**config.mk**
```make
export PLATFORM = sky130hd
export DESIGN_NAME = vid_frame_ctrl
export DESIGN_NICKNAME = d
export VERILOG_FILES = /design/src/rtl/vid_frame_ctrl.sv
export SDC_FILE = /design/constraint.sdc
export NUM_CORES = 1
export LEC_CHECK = 0
export ABC_CLOCK_PERIOD_IN_PS = 3300
export BUFFER_PORTS_ARGS = -buffer_cell sky130_fd_sc_hd__buf_2
export CELL_PAD_IN_SITES_DETAIL_PLACEMENT = 0
export CELL_PAD_IN_SITES_GLOBAL_PLACEMENT = 2
export CORE_MARGIN = 10
export CORE_UTILIZATION = 36
export CTS_CLUSTER_DIAMETER = 60
export CTS_CLUSTER_SIZE = 10
export DETAILED_ROUTE_END_ITERATION = 10
export MAX_ROUTING_LAYER = met4
export PLACE_DENSITY_LB_ADDON = 0.2
export SYNTH_ARGS = -nofsm -noshare
export SYNTH_HDL_FRONTEND = slang
export SYNTH_SLANG_ARGS = --single-unit
```
**constraint.sdc**
```tcl
create_clock -name clk -period 3.3 [get_ports clk]
set_input_delay 0 -clock clk [delete_from_list [all_inputs] [get_ports clk]]
set_output_delay 0 -clock clk [all_outputs]
set_load 0.01 [all_outputs]
```
**src/rtl/vid_frame_ctrl.sv**
```systemverilog
// Frame-level controller for the PixelClk video path: checks input timing lock,
// debounces mode switches and switches mode/source only on frame boundaries.
module vid_frame_ctrl #(
  parameter int H_FRAME         = 1650,
  parameter int V_FRAME         = 750,
  parameter int LOCK_FRAMES     = 4,
  parameter int DEBOUNCE_CYCLES = 74250
) (
  input  logic                         clk,
  input  logic                         rst,
  input  logic [3:0]                   sw,
  input  logic [$clog2(H_FRAME)-1:0]   in_hcnt,
  input  logic [$clog2(V_FRAME)-1:0]   in_vcnt,
  output logic [3:0]                   mode,
  output logic                         src_live,
  output logic                         locked,
  output logic                         frame_start,
  output logic [7:0]                   err_cnt
);

  localparam int HW  = $clog2(H_FRAME);
  localparam int VW  = $clog2(V_FRAME);
  localparam int DBW = $clog2(DEBOUNCE_CYCLES + 1);
  localparam int GW  = $clog2(LOCK_FRAMES + 1);

  localparam logic [HW-1:0]  H_LAST    = HW'(H_FRAME - 1);
  localparam logic [VW-1:0]  V_LAST    = VW'(V_FRAME - 1);
  localparam logic [DBW-1:0] DB_LAST   = DBW'(DEBOUNCE_CYCLES - 1);
  localparam logic [GW-1:0]  LOCK_LAST = GW'(LOCK_FRAMES - 1);

  typedef enum logic [1:0] {
    UNLOCKED = 2'd0,
    LOCKING  = 2'd1,
    LOCKED   = 2'd2
  } state_t;

  state_t         state;
  logic [GW-1:0]  good;

  logic [3:0]     sw_meta;
  logic [3:0]     sw_sync;
  logic [3:0]     sw_cand;
  logic [3:0]     sw_db;
  logic [DBW-1:0] db_cnt;

  logic [HW-1:0]  prev_h;
  logic [VW-1:0]  prev_v;
  logic           prev_valid;
  logic [HW-1:0]  exp_h;
  logic [VW-1:0]  exp_v;
  logic           err;
  logic           fb;

  // Predict the next counter pair from the previous sample; the very first
  // sample after reset has nothing to compare against.
  always_comb begin
    exp_h = (prev_h == H_LAST) ? '0 : prev_h + 1'b1;
    exp_v = prev_v;
    if (prev_h == H_LAST) begin
      exp_v = (prev_v == V_LAST) ? '0 : prev_v + 1'b1;
    end
    err = prev_valid && ((in_hcnt != exp_h) || (in_vcnt != exp_v));
    fb  = (in_hcnt == '0) && (in_vcnt == '0);
  end

  // Switch synchroniser and debounce, timing tracker and error counter.
  always_ff @(posedge clk) begin
    if (rst) begin
      sw_meta     <= '0;
      sw_sync     <= '0;
      sw_cand     <= '0;
      sw_db       <= '0;
      db_cnt      <= '0;
      prev_h      <= '0;
      prev_v      <= '0;
      prev_valid  <= 1'b0;
      frame_start <= 1'b0;
      err_cnt     <= '0;
    end else begin
      sw_meta <= sw;
      sw_sync <= sw_meta;
      if (sw_sync != sw_cand) begin
        sw_cand <= sw_sync;
        db_cnt  <= '0;
      end else if (db_cnt == DB_LAST) begin
        sw_db <= sw_cand;
      end else begin
        db_cnt <= db_cnt + 1'b1;
      end

      prev_h      <= in_hcnt;
      prev_v      <= in_vcnt;
      prev_valid  <= 1'b1;
      frame_start <= fb;
      if (err && (err_cnt != 8'hFF)) begin
        err_cnt <= err_cnt + 1'b1;
      end
    end
  end

  // Lock FSM. Errors drop to the fallback source immediately; going live and
  // mode changes while tracking wait for a frame boundary so no frame tears.
  always_ff @(posedge clk) begin
    if (rst) begin
      state    <= UNLOCKED;
      good     <= '0;
      locked   <= 1'b0;
      src_live <= 1'b0;
      mode     <= '0;
    end else begin
      case (state)
        UNLOCKED: begin
          mode <= sw_db;
          if (fb && !err) begin
            state <= LOCKING;
            good  <= '0;
          end
        end
        LOCKING: begin
          if (err) begin
            state <= UNLOCKED;
          end else if (fb) begin
            mode <= sw_db;
            if (good == LOCK_LAST) begin
              state    <= LOCKED;
              locked   <= 1'b1;
              src_live <= 1'b1;
            end else begin
              good <= good + 1'b1;
            end
          end
        end
        LOCKED: begin
          if (err) begin
            state    <= UNLOCKED;
            locked   <= 1'b0;
            src_live <= 1'b0;
          end else if (fb) begin
            mode <= sw_db;
          end
        end
        default: begin
          state    <= UNLOCKED;
          locked   <= 1'b0;
          src_live <= 1'b0;
        end
      endcase
    end
  end

endmodule

```
==> impl_metrics.toml <==
[outcome]
status = "finished clean"

[critical_path]
worstPathRequired_ns = 3.56
slowest_delay_ns = 0.50
crit_type = "flip-flop to flip-flop"
crit_path_frequent_cell = "nand4_1"
crit_start = "prev_v[1]"
reg2reg_depth = 13
regToRegEndpoint = "good[2]"
r2r_start = "prev_v[1]"
start_kind = "flip-flop"
crit_chain = "inv_1 -> ha_4 -> nand4bb_4 -> or3_4 -> buf_4 -> nand4_1 -> nand4_1 -> or4_4 -> nor4_4 -> a31oi_4 -> buf_6 -> or2_1 -> a31o_1"
endpoint_kind = "flip-flop"
r2r_slack_ns = 0.13
arrival_ns = 3.43
cp_slowest_cell = "or4_4"
critPathMaxFanout = 12

[clock_network]
htree_num_levels = 3
clock_latency_ns = 0.37
cts_made_buffers = 9
clock_sinks = 74
cts_root_buffer = "clkbuf_8"
cts_tree = "yes"
clk_pin_slew_worst_paths_ns = 0.09
clk_path_buf_depth = 2

[layout]
nets = 595
final_cells = 700
diodes = 0
syn_to_final_growth_pct = 27.3
final_util = 0.465
drive_above_1_share = 0.196

[timing]
slew_headroom = 0.556
finalClockSkew_ns = 0.00765
period_minus_slack_ns = 3.17
layout_setup_ws_ns = 0.135
fin_tns_setup_ns = 0
tightest_slew_ns = 0.666
finalSetupViolCount = 0
hold_viol = 0
timing.final.crit_share = 0.959
drv_slew = 0
hold_slack_ns = 0.114
fmax_ghz = 0.316

[global_routing]
grt_max_degree = 52
grt_pass1_vias = 3437
grt_pass1_wl_um = 17500
antenna_found_initial = 0
grt_overflow = 0
grt_usage = 0.138

[floorplanning]
core_um2 = 10800
pin_count = 42
die-width_um = 125
die_h_um = 125
row_count = 38
start_util = 0.366
dieArea_um2 = 15600

[synthesis]
syn_area_per_cell_um2 = 8.47
ys_ff_latch = 74
synth_compound_area_frac = 0.126
yosys.area_share.simple = 0.308
netlist_area_um2 = 3950
syn_inst = 466
synth_area_leader_cell = "dfxtp_1"
muxShareOfSynthArea = 0.0346
syn_nets = 506
ys_types = 67
synth_xor_area_frac = 0.0777
ys_seq_area_frac = 0.375
synth_fa_ha_area_frac = 0.0412
synth_flop_cell = "dfxtp_1"
synth_edf_count = 0
yosysWarnings = 0
synth.area.top_cells = "dfxtp_1 (38%), nor2b_1 (6.0%), nor2_1 (4.4%)"
synth_top_family_by_area = "simple AND/OR/NAND/NOR gates"
synthArstFlopShare = 0
synth_top_area_frac = 0.375

[min_path]
hp-class = "input pin to flip-flop"
hold_start = "rst"
whs_path_depth = 2
hold_end = "prev_valid"

[flow_run]
drv_cap = 0

[routing]
ant_nets = 0
drc = 0
drt-total-wl_um = 10500
num_vias = 3592
avgRoutedWirePerCell_um = 15.0
via_per_inst = 5.13
dr.pass1.iters = 4
drtIter0Drc = 175

[power]
ir_drop_mv = 0.212
leakagePower_uw = 0.00192
p_per_area_nw_per_um2 = 382

[placement]
dpl.cell_count = 656
port_buffers = 41
hpwl_um = 7660
gp_congestion = 0.920
place_ws_ns = -0.00443
==> layout make-up <==
type,count,area (µm²)
Fill cell,1066,5770
Multi-Input combinational cell,356,2400
Sequential cell,74,1480
Timing Repair Buffer,95,681
Tap cell,140,175
Clock buffer,9,124
Clock inverter,7,83.8
Inverter,19,71.3
==> routing by layer <==
metal | share of wire | track usage | wire length (µm) | vias to the layer above
li1 | - | - | - | 1830
met1 | 0.48 | 0.174 | 5040 | 1678
met2 | 0.45 | 0.210 | 4770 | 69
met3 | 0.045 | 0.0264 | 468 | 15
met4 | 0.020 | 0.0644 | 205 | 0
met5 | 0 | - | 0 | -
==> placed cells by master (no fill, tap or decap), types with 3 or more instances in the layout <==
cell type / instances
dfxtp_1: 72
nor2_1: 46
buf_2: 41
nor2b_1: 38
nand2_1: 37
buf_4: 27
dlygate4sd3_1: 25
nand3_1: 20
inv_1: 18
xnor2_1: 18
o21ai_0: 17
xor2_1: 17
a21oi_1: 16
and3_1: 13
nor3_1: 13
ha_1: 12
nand4_1: 11
nor4_1: 10
clkbuf_8: 9
mux2i_1: 8
a211o_1: 6
or3_1: 5
or4_1: 3
o21ai_1: 3
nand2b_1: 3
mux2_2: 3
==> flip-flops by register name, summed over array words and instances, names as in the netlist <==
| name | cells |
|---|---|
| db_cnt | 17 |
| err_cnt | 8 |
| frame_start | 1 |
| good | 3 |
| locked | 1 |
| mode | 4 |
| prev_h | 11 |
| prev_v | 10 |
| prev_valid | 1 |
| state | 2 |
| sw_cand | 4 |
| sw_db | 4 |
| sw_meta | 4 |
| sw_sync | 4 |
==> worst max path at each step <==
stage	to	slack, ns
2_1_floorplan	good[2]	0.27
4_1_cts	good[2]	0.04
3_5_place_dp	good[2]	-0.004
5_1_grt	good[0]	-0.01
6_report	good[2]	0.13
3_3_place_gp	good[2]	0.03
==> timing repair <==
item	CTS	global route
hold buffers	25	0
setup endpoints to repair	3	16
cloned	0	0
buffers inserted	0	3
hold endpoints to repair	25	0
resized for setup	1	19
pin swaps	0	7
==> per-stage QoR <==
| step | instance area (µm²) | power, µW |
|---|---|---|
| 6_report | 5020 | 1920 |
| 5_1_grt | 5020 | 2000 |
| 4_1_cts | 4910 | 1940 |
| 3_5_place_dp | 4450 | 1150 |
| 3_3_place_gp | 4450 | 1150 |
| 2_1_floorplan | 3950 | 1060 |
==> Yosys cell counts, types with 2 or more instances <==
cell type / n
ha_1: 13
o211ai_1: 2
mux2i_1: 8
o21ai_0: 18
nor4bb_1: 2
nor3_1: 13
nor4b_1: 2
xor2_1: 17
or4_1: 4
nand3_1: 20
o21bai_1: 2
buf_2: 5
nor2b_1: 38
or2_2: 2
or3_1: 7
nor4_1: 11
clkbuf_1: 11
mux2_1: 2
and4_1: 2
o22ai_1: 2
a32oi_1: 2
inv_1: 18
nand2_1: 37
nor2_1: 46
a211o_1: 6
mux2_2: 3
a21oi_1: 16
o21ai_1: 2
dfxtp_1: 74
or4bb_1: 2
o2111ai_1: 2
xnor2_1: 18
and3_1: 13
nand4_1: 11
nand2b_1: 3
==> worst max-delay path: cells and delay by family, from the launching register on <==
| kind | cells | cell delay (ns) |
|---|---|---|
| adders and majority gates | 1 | 0.14 |
| buffers and inverters | 3 | 0.42 |
| AOI/OAI and AO/OA | 2 | 0.38 |
| DFF | 1 | 0.32 |
| and+or+nand+nor | 7 | 1.80 |
==> report_power, final <==
group,switching [µW],internal [µW]
combinational,111,107
clock,395,362
sequential,25.0,917
total,532,1390
==> logic make-up (layout without fill, tap and decap cells) <==
logic type / after synthesis / in the layout
and+or+nand+nor: 222 / 222
muxes: 13 / 13
AOI/OAI and AO/OA: 73 / 73
DFF: 74 / 74
buffers and inverters: 36 / 130
xor gates and xnor gates: 35 / 35
adders and majority gates: 13 / 13
Power figures use the tool's default switching activity.
